## src/rtl/lfsr_pkg.sv

```systemverilog
// Shared constants for the LFSR pseudo-random generator.
package lfsr_pkg;

   // Mode encodings; any encoding other than FREE/STEP behaves as HOLD.
   localparam logic [1:0] FREE = 2'b00;
   localparam logic [1:0] STEP = 2'b01;
   localparam logic [1:0] HOLD = 2'b10;

   // Divider counter width; a zero-width counter is not legal, so DIV=0 gets one bit.
   function automatic int div_width(input int div);
      return (div > 0) ? $clog2(div + 1) : 1;
   endfunction

endpackage

```

## src/rtl/lfsr_prng_tick_div.sv

```systemverilog
// Free-run period divider: asserts due on the last cycle of each DIV+1 cycle period.
module tick_div
   import lfsr_pkg::*;
#(
   parameter int DIV = 70000000
) (
   input  logic clk,
   input  logic rst,
   input  logic run,
   input  logic clear,
   output logic due
);

   localparam int CW = div_width(DIV);
   localparam logic [CW-1:0] LAST = CW'(DIV);

   logic [CW-1:0] cnt;

   // due is combinational here; the top registers everything it produces from it.
   assign due = run && (cnt == LAST);

   // Count only while running; any stop or clear restarts a full period.
   always_ff @(posedge clk or negedge rst) begin
      if (!rst)
         cnt <= '0;
      else if (clear || !run || cnt == LAST)
         cnt <= '0;
      else
         cnt <= cnt + 1'b1;
   end

endmodule

```

## src/rtl/lfsr_prng.sv

```systemverilog
// Fibonacci LFSR PRNG with free-run/step/hold modes, load, wrap and advance counting.
module lfsr_prng
   import lfsr_pkg::*;
#(
   parameter int               WIDTH = 8,
   parameter logic [WIDTH-1:0] TAPS  = 8'h1D,
   parameter logic [WIDTH-1:0] SEED  = 8'hB8,
   parameter int               DIV   = 70000000
) (
   input  logic             clk,
   input  logic             rst,
   input  logic [1:0]       mode,
   input  logic             step,
   input  logic             load,
   input  logic [WIDTH-1:0] load_val,
   output logic [WIDTH-1:0] out,
   output logic             tick,
   output logic             wrap,
   output logic             zero_fix,
   output logic [WIDTH-1:0] adv_cnt
);

   // Reject parameter sets that cannot produce a working sequence.
   generate
      if (WIDTH < 4 || WIDTH > 32) begin : g_bad_width
         $fatal(1, "lfsr_prng: WIDTH must be 4..32");
      end
      if (TAPS[0] != 1'b1) begin : g_bad_taps
         $fatal(1, "lfsr_prng: TAPS[0] must be 1");
      end
      if (SEED == '0) begin : g_bad_seed
         $fatal(1, "lfsr_prng: SEED must be nonzero");
      end
   endgenerate

   logic [WIDTH-1:0] state;
   logic [WIDTH-1:0] start;
   logic [WIDTH-1:0] nxt;
   logic             due;
   logic             adv;

   tick_div #(.DIV(DIV)) u_div (
      .clk   (clk),
      .rst   (rst),
      .run   (mode == FREE),
      .clear (load),
      .due   (due)
   );

   // Shift right with parity of tapped bits fed into the MSB.
   assign nxt = {^(state & TAPS), state[WIDTH-1:1]};

   // A load in the same cycle swallows whatever advance was due.
   assign adv = !load && ((mode == FREE && due) || (mode == STEP && step));

   assign out = state;

   // State, start reference, saturating counter and one-cycle status pulses.
   always_ff @(posedge clk or negedge rst) begin
      if (!rst) begin
         state    <= SEED;
         start    <= SEED;
         adv_cnt  <= '0;
         tick     <= 1'b0;
         wrap     <= 1'b0;
         zero_fix <= 1'b0;
      end else begin
         tick     <= 1'b0;
         wrap     <= 1'b0;
         zero_fix <= 1'b0;
         if (load) begin
            adv_cnt <= '0;
            if (load_val == '0) begin
               // All-zero is the LFSR lock-up state; substitute the seed.
               state    <= SEED;
               start    <= SEED;
               zero_fix <= 1'b1;
            end else begin
               state <= load_val;
               start <= load_val;
            end
         end else if (adv) begin
            state <= nxt;
            tick  <= 1'b1;
            wrap  <= (nxt == start);
            if (adv_cnt != {WIDTH{1'b1}})
               adv_cnt <= adv_cnt + 1'b1;
         end
      end
   end

endmodule

```

## config.mk

```make
export PLATFORM = sky130hd
export DESIGN_NAME = lfsr_prng
export DESIGN_NICKNAME = d
export VERILOG_FILES = /design/src/rtl/lfsr_pkg.sv /design/src/rtl/lfsr_prng_tick_div.sv /design/src/rtl/lfsr_prng.sv
export SDC_FILE = /design/constraint.sdc
export NUM_CORES = 1
export LEC_CHECK = 0
export CORE_MARGIN = 10
export CORE_UTILIZATION = 50
export DETAILED_ROUTE_END_ITERATION = 6
export PLACE_DENSITY = 0.73
export SYNTH_ARGS = -nofsm -noshare
export SYNTH_HDL_FRONTEND = slang
export SYNTH_SLANG_ARGS = --single-unit
```

## constraint.sdc

```tcl
create_clock -name clk -period 2.9 [get_ports clk]
set_clock_uncertainty 0.2 [all_clocks]
set_input_delay 0.29 -clock clk [delete_from_list [all_inputs] [get_ports clk]]
set_output_delay 0.29 -clock clk [all_outputs]
set_load 0.02 [all_outputs]
```

* Word-level counts from Yosys, hierarchy flattened
Cells that the tools add are included.
Cells by class: reductions and logical operators 15, $add $sub $neg 2, muxes and demuxes 13, equality and inequality tests 4
Operators with widths (count):
- two-way mux 8 bit | 6
- adder 27 x 1 -> 27 bit (second input constant) | 1
- == test 27 bit (second input constant) | 1
- two-way mux 27 bit | 1
- adder 8 x 1 -> 8 bit (second input constant) | 1
- == test 8 bit | 1
- zero test 8 bit | 1
- != test 8 bit (second input constant) | 1
- parity 8 bit | 1
- two-way mux 1 bit | 6
- logical AND 1 bit | 4
- nonzero test 2 bit | 2
- logical OR 1 bit | 3
- == test 2 x 1 -> 1 bit (second input constant) | 1
- zero test 1 bit | 2
- zero test 2 bit | 1
- AND reduction 2 bit | 1
Storage, ports and cells: word-level logic and storage cells 41, flip-flop bits (word level) 54, output and inout bits 19, bits of input ports 14

* Longest topological paths before layout
word-level depth 7, gate-level depth with buffers 9, mapped depth without buffers 7

* Cells and area by module
From an unflattened synthesis, not the netlist that was laid out.
Second synthesis, totals: cell total of the unflattened synthesis 289, area total of the unflattened synthesis 2887.8 µm²
Modules (own cells, without submodules):
- tick_div | cells an instance 157, area each 1526.5 µm², sequential area each 675.6 µm², instances 1
- lfsr_prng | cells an instance 132, area each 1361.3 µm², sequential area each 685.7 µm², instances 1

* Least setup slack after synthesis
OpenSTA, ideal clock, no wires.
kind reg2reg, from register u_div.cnt[0], to register adv_cnt[3], path buffers 1, arrival 1934 ps, stages on the path, launching flop included 9, library setup time 128 ps, setup slack 639 ps, clock period less this slack 2261 ps, required time 2572 ps, cell sequence dfrtp_1 > inv_1 > ha_1 > and4bb_2 > nand4_1 > o41a_1 > buf_2 > nor4b_2 > mux2_1
Between the ends: longest elaborated chain between the ends 7
Ends and longest elaborated chain:
- start, declared | line lfsr_prng_tick_div.sv:17 | logic [CW-1:0] cnt;
- start signal, assigned | line lfsr_prng_tick_div.sv:29 | cnt <= cnt + 1'b1;
- == test 27 bit | line lfsr_prng_tick_div.sv:20 | assign due = run && (cnt == LAST);
- logical AND 1 bit | line lfsr_prng_tick_div.sv:20
- logical AND 1 bit | line lfsr_prng.sv:54 | assign adv = !load && ((mode == FREE && due) || (mode == STEP && step));
- logical OR 1 bit | line lfsr_prng.sv:54
- logical AND 1 bit | line lfsr_prng.sv:54
- nonzero test 2 bit (no source line)
- AND reduction 2 bit (no source line)
- end signal, assigned | line lfsr_prng.sv:87 | adv_cnt <= adv_cnt + 1'b1;
- end, declared | line lfsr_prng.sv:20 | output logic [WIDTH-1:0] adv_cnt
No other way between the ends. A chain may end at the register's enable or synchronous reset.

* Final worst setup path
Same ends and word-level chain as after synthesis.

==> qor.yml <==
post-route-period-util_pct: 84.32
final_cell_mix: "sky130_fd_sc_hd__nor2_1, sky130_fd_sc_hd__dfrtp_1, sky130_fd_sc_hd__clkdlybuf4s50_1, sky130_fd_sc_hd__xor2_1, sky130_fd_sc_hd__nand2_1"
netlist.area_leader.share_pct: 41.70
gp_congestion: 0.8018
clk_path_buf_depth: 2
floorplan.die.width_um: 94.30
critPathArrivalTime_ns: 2.44
clkSlewWorstSetupHoldPaths_ns: 0.09
largest_area_contributor_in_the_synthesized_netlist: "sky130_fd_sc_hd__dfrtp_1"
drt_drc_violations_left: 0
port-buffer-count: 32
final_max_slew_viol_count: 0
ctsHtreeMaxLevel: 2
final.hold.worst_slack_ns: 0.2940
synth-edff-count: 0
initial_utilization_pct: 52.70
root_buffer: "sky130_fd_sc_hd__clkbuf_8"
route.detailed.vias_per_inst: 5.422
max_cap_violations: 0
outcome: "completed"
synthesis.area_per_instance_um2: 10.15
share_comb_of_total_power_pct: 11.9
power.share.switching_pct: 23.91
area_growth_syn_to_layout_pct: 18.45
clk_lat_worst_skew_ns: 0.30
drt_wl_total_um: 5535
first_global_vias: 2110
num-fill-cells: 424
final-setup-viol-count: 0
clk_sink_count: 54
grt_start_max_net_pins: 55
die_outline_height_um: 94.30
power.clock.fraction_pct: 33.3
fp-row-count: 26
worstMarginPinSlew_ns: 0.9038
warning_count_from_the_yosys_run: 0
cellLeakagePower_nw: 1.351
critical_path_peak_fanout: 10
total_switching_power_uw: 353.8
wire_per_inst_um: 14.68
tritoncts: "built"
synth-seq-cells: 54
design.portCount: 33
synth-main-ff-cell: "sky130_fd_sc_hd__dfrtp_1"
postSynth.asyncResetShare_pct: 100.0
layout.cells.most_common: "sky130_fd_sc_hd__nor2_1"
relSlewSlack_pct: 39.74
ant_nets: 0
grt_antenna_before_repair: 0
critPathCaptureType: "flip-flop"
crit_path_max_incr_delay_ns: 0.49
grt_pass1_wl_um: 9860
drt_iter0_drc: 58
most_area_consuming_cells_after_synthesis: "sky130_fd_sc_hd__dfrtp_1, sky130_fd_sc_hd__xor2_1, sky130_fd_sc_hd__dfstp_2, sky130_fd_sc_hd__nor2_1, sky130_fd_sc_hd__mux2i_1"
power_frac_seq_pct: 54.8
vias: 2044
grt_overflow_total: 0
postSynthNetCount: 289
setup_tns_ns: 0
gate_count_after_technology_mapping: 272
unrepaired_setup_endpoints_after_global_routing: "no"
hold_path_class: "flip-flop to flip-flop"
critical_path.slowest_cell: "sky130_fd_sc_hd__o41a_1"
timing.critical_path.required_ns: 2.89
dr.pass1.iters: 4
syn-cell-area_um2: 2760
layout-drive-gt1-share_pct: 11.73
globalRouteTotalUtil_pct: 13.29
n_antenna_cell: 0
critPathKind: "flip-flop to flip-flop"
post_synth_num_cell_types: 35
power_report.internal_total_mw: 1.126
die_outline_area_um2: 8892
fmax_ghz: 0.4089
post-cts-setup-buffers: 0
report.final.hold_viol_count: 0
crit_chain: "inv_1, ha_1, and4bb_2, nand4_1, o41a_1, nor4b_2, mux2_1"
ir_drop_uv: 272.6
hpwl_um: 3920
synth_sequential_area_ratio_pct: 49.32
layout_min_cycle_time_ns: 2.445
post-route-util_pct: 62.42
placeableCoreArea_um2: 5238
tritoncts.num_buffers: 5
finish.net_count: 323
power.density_nw_per_um2: 452.7
worst_setup_path_start_kind: "flip-flop"
-- metrics by stage --
| stage | worst slack [ns] | std cells | area [um2] | power, mW |
|---|---|---|---|---|
| 3_3_place_gp | 0.4972 | 368 | 3151 | 1.000 |
| 3_5_place_dp | 0.4792 | 368 | 3151 | 1.003 |
| 4_1_cts | 0.4587 | 377 | 3269 | 1.496 |
| 6_report | 0.4546 | 377 | 3269 | 1.480 |
| 2_1_floorplan | 0.6386 | 272 | 2760 | 0.9207 |
| 5_1_grt | 0.1907 | 377 | 3269 | 1.546 |
-- flip-flops by register name, indices dropped and copies added (netlist names) --
register / count
adv_cnt: 8
out: 8
start: 8
tick: 1
u_div.cnt: 27
wrap: 1
zero_fix: 1
-- cell type report --
cell class                      count  area [um2]  share of cell area [%]
Sequential cell                    54        1361                   41.64
Timing Repair Buffer               37       355.3                   10.87
Clock buffer                        5       68.82                   2.105
Inverter                            6       22.52                  0.6889
Clock inverter                      3       40.04                   1.225
Multi-Input combinational cell    202        1334                   40.80
Tap cell                           70       87.58                   2.679
-- power by group through the flow --
stage                     combinational [mW]  clock [mW]  sequential, mW
after global routing                   0.194       0.536           0.816
after floorplan                       0.0828           0           0.838
after CTS                              0.178       0.507           0.812
after detailed placement               0.176           0           0.826
after global placement                 0.175           0           0.825
final                                  0.176       0.492           0.812
-- worst max-delay path, delay by kind of cell, from the launching register on --
family | cells | cell delay, ns
AO/OA/AOI/OAI | 1 | 0.49
adder cells (fa/ha/maj) | 1 | 0.13
buffers and inverters | 1 | 0.07
flip-flops | 1 | 0.42
multiplexers | 1 | 0.35
AND/OR/NAND/NOR | 3 | 0.68
-- logic make-up after synthesis --
group | count (synthesis) | synth area share [%]
and+or+nand+nor | 128 | 24.75
DFF | 54 | 49.32
xor gates and xnor gates | 36 | 11.42
muxes | 19 | 7.299
AOI/OAI and AO/OA | 16 | 3.490
buffers and inverters | 16 | 2.357
adders and majority gates | 3 | 1.360
-- metal layers --
layer	global-route usage (%)	share of wire (%)	vias up
met5	0	0	-
met4	3.671	0.92	0
met3	3.197	5.4	5
met2	22.43	49	36
met1	16.49	45	997
li1	-	-	1006
-- Yosys cell counts, drive strengths merged (2+ instances only) --
cell type and count:
nor2 48, dfrtp 46, xor2 25, nand2 16, nand3 15, nand4 12
xnor2 11, mux2i 10, mux2 9, clkbuf 8, dfstp 8, nor4 8
inv 6, nor2b 6, o21ai 6, a21oi 5, nor3 5, and3 4
nor4b 4, a22oi 3, and2 3, ha 3, and4 2, buf 2
-- final timing paths --
check                      cells after the start  slack (ns)                      to                    from
max reg2reg                                    7        0.45  adv_cnt[3]$_DFFE_PN0P_  u_div.cnt[0]$_DFF_PN0_
min in group asynchronous                      3        0.42  adv_cnt[7]$_DFFE_PN0P_                     rst
max                                            7        0.45  adv_cnt[3]$_DFFE_PN0P_  u_div.cnt[0]$_DFF_PN0_
max in group asynchronous                      3        1.64  u_div.cnt[0]$_DFF_PN0_                     rst
min reg2reg                                    1        0.29  u_div.cnt[0]$_DFF_PN0_  u_div.cnt[0]$_DFF_PN0_
min                                            1        0.29  u_div.cnt[0]$_DFF_PN0_  u_div.cnt[0]$_DFF_PN0_
-- timing repair --
item                                   CTS  global route
endpoints found under the hold margin   46             0
hold buffers                             1             0
gates resized for setup                  0             0
Note: power is estimated with default switching activity, not from simulation.
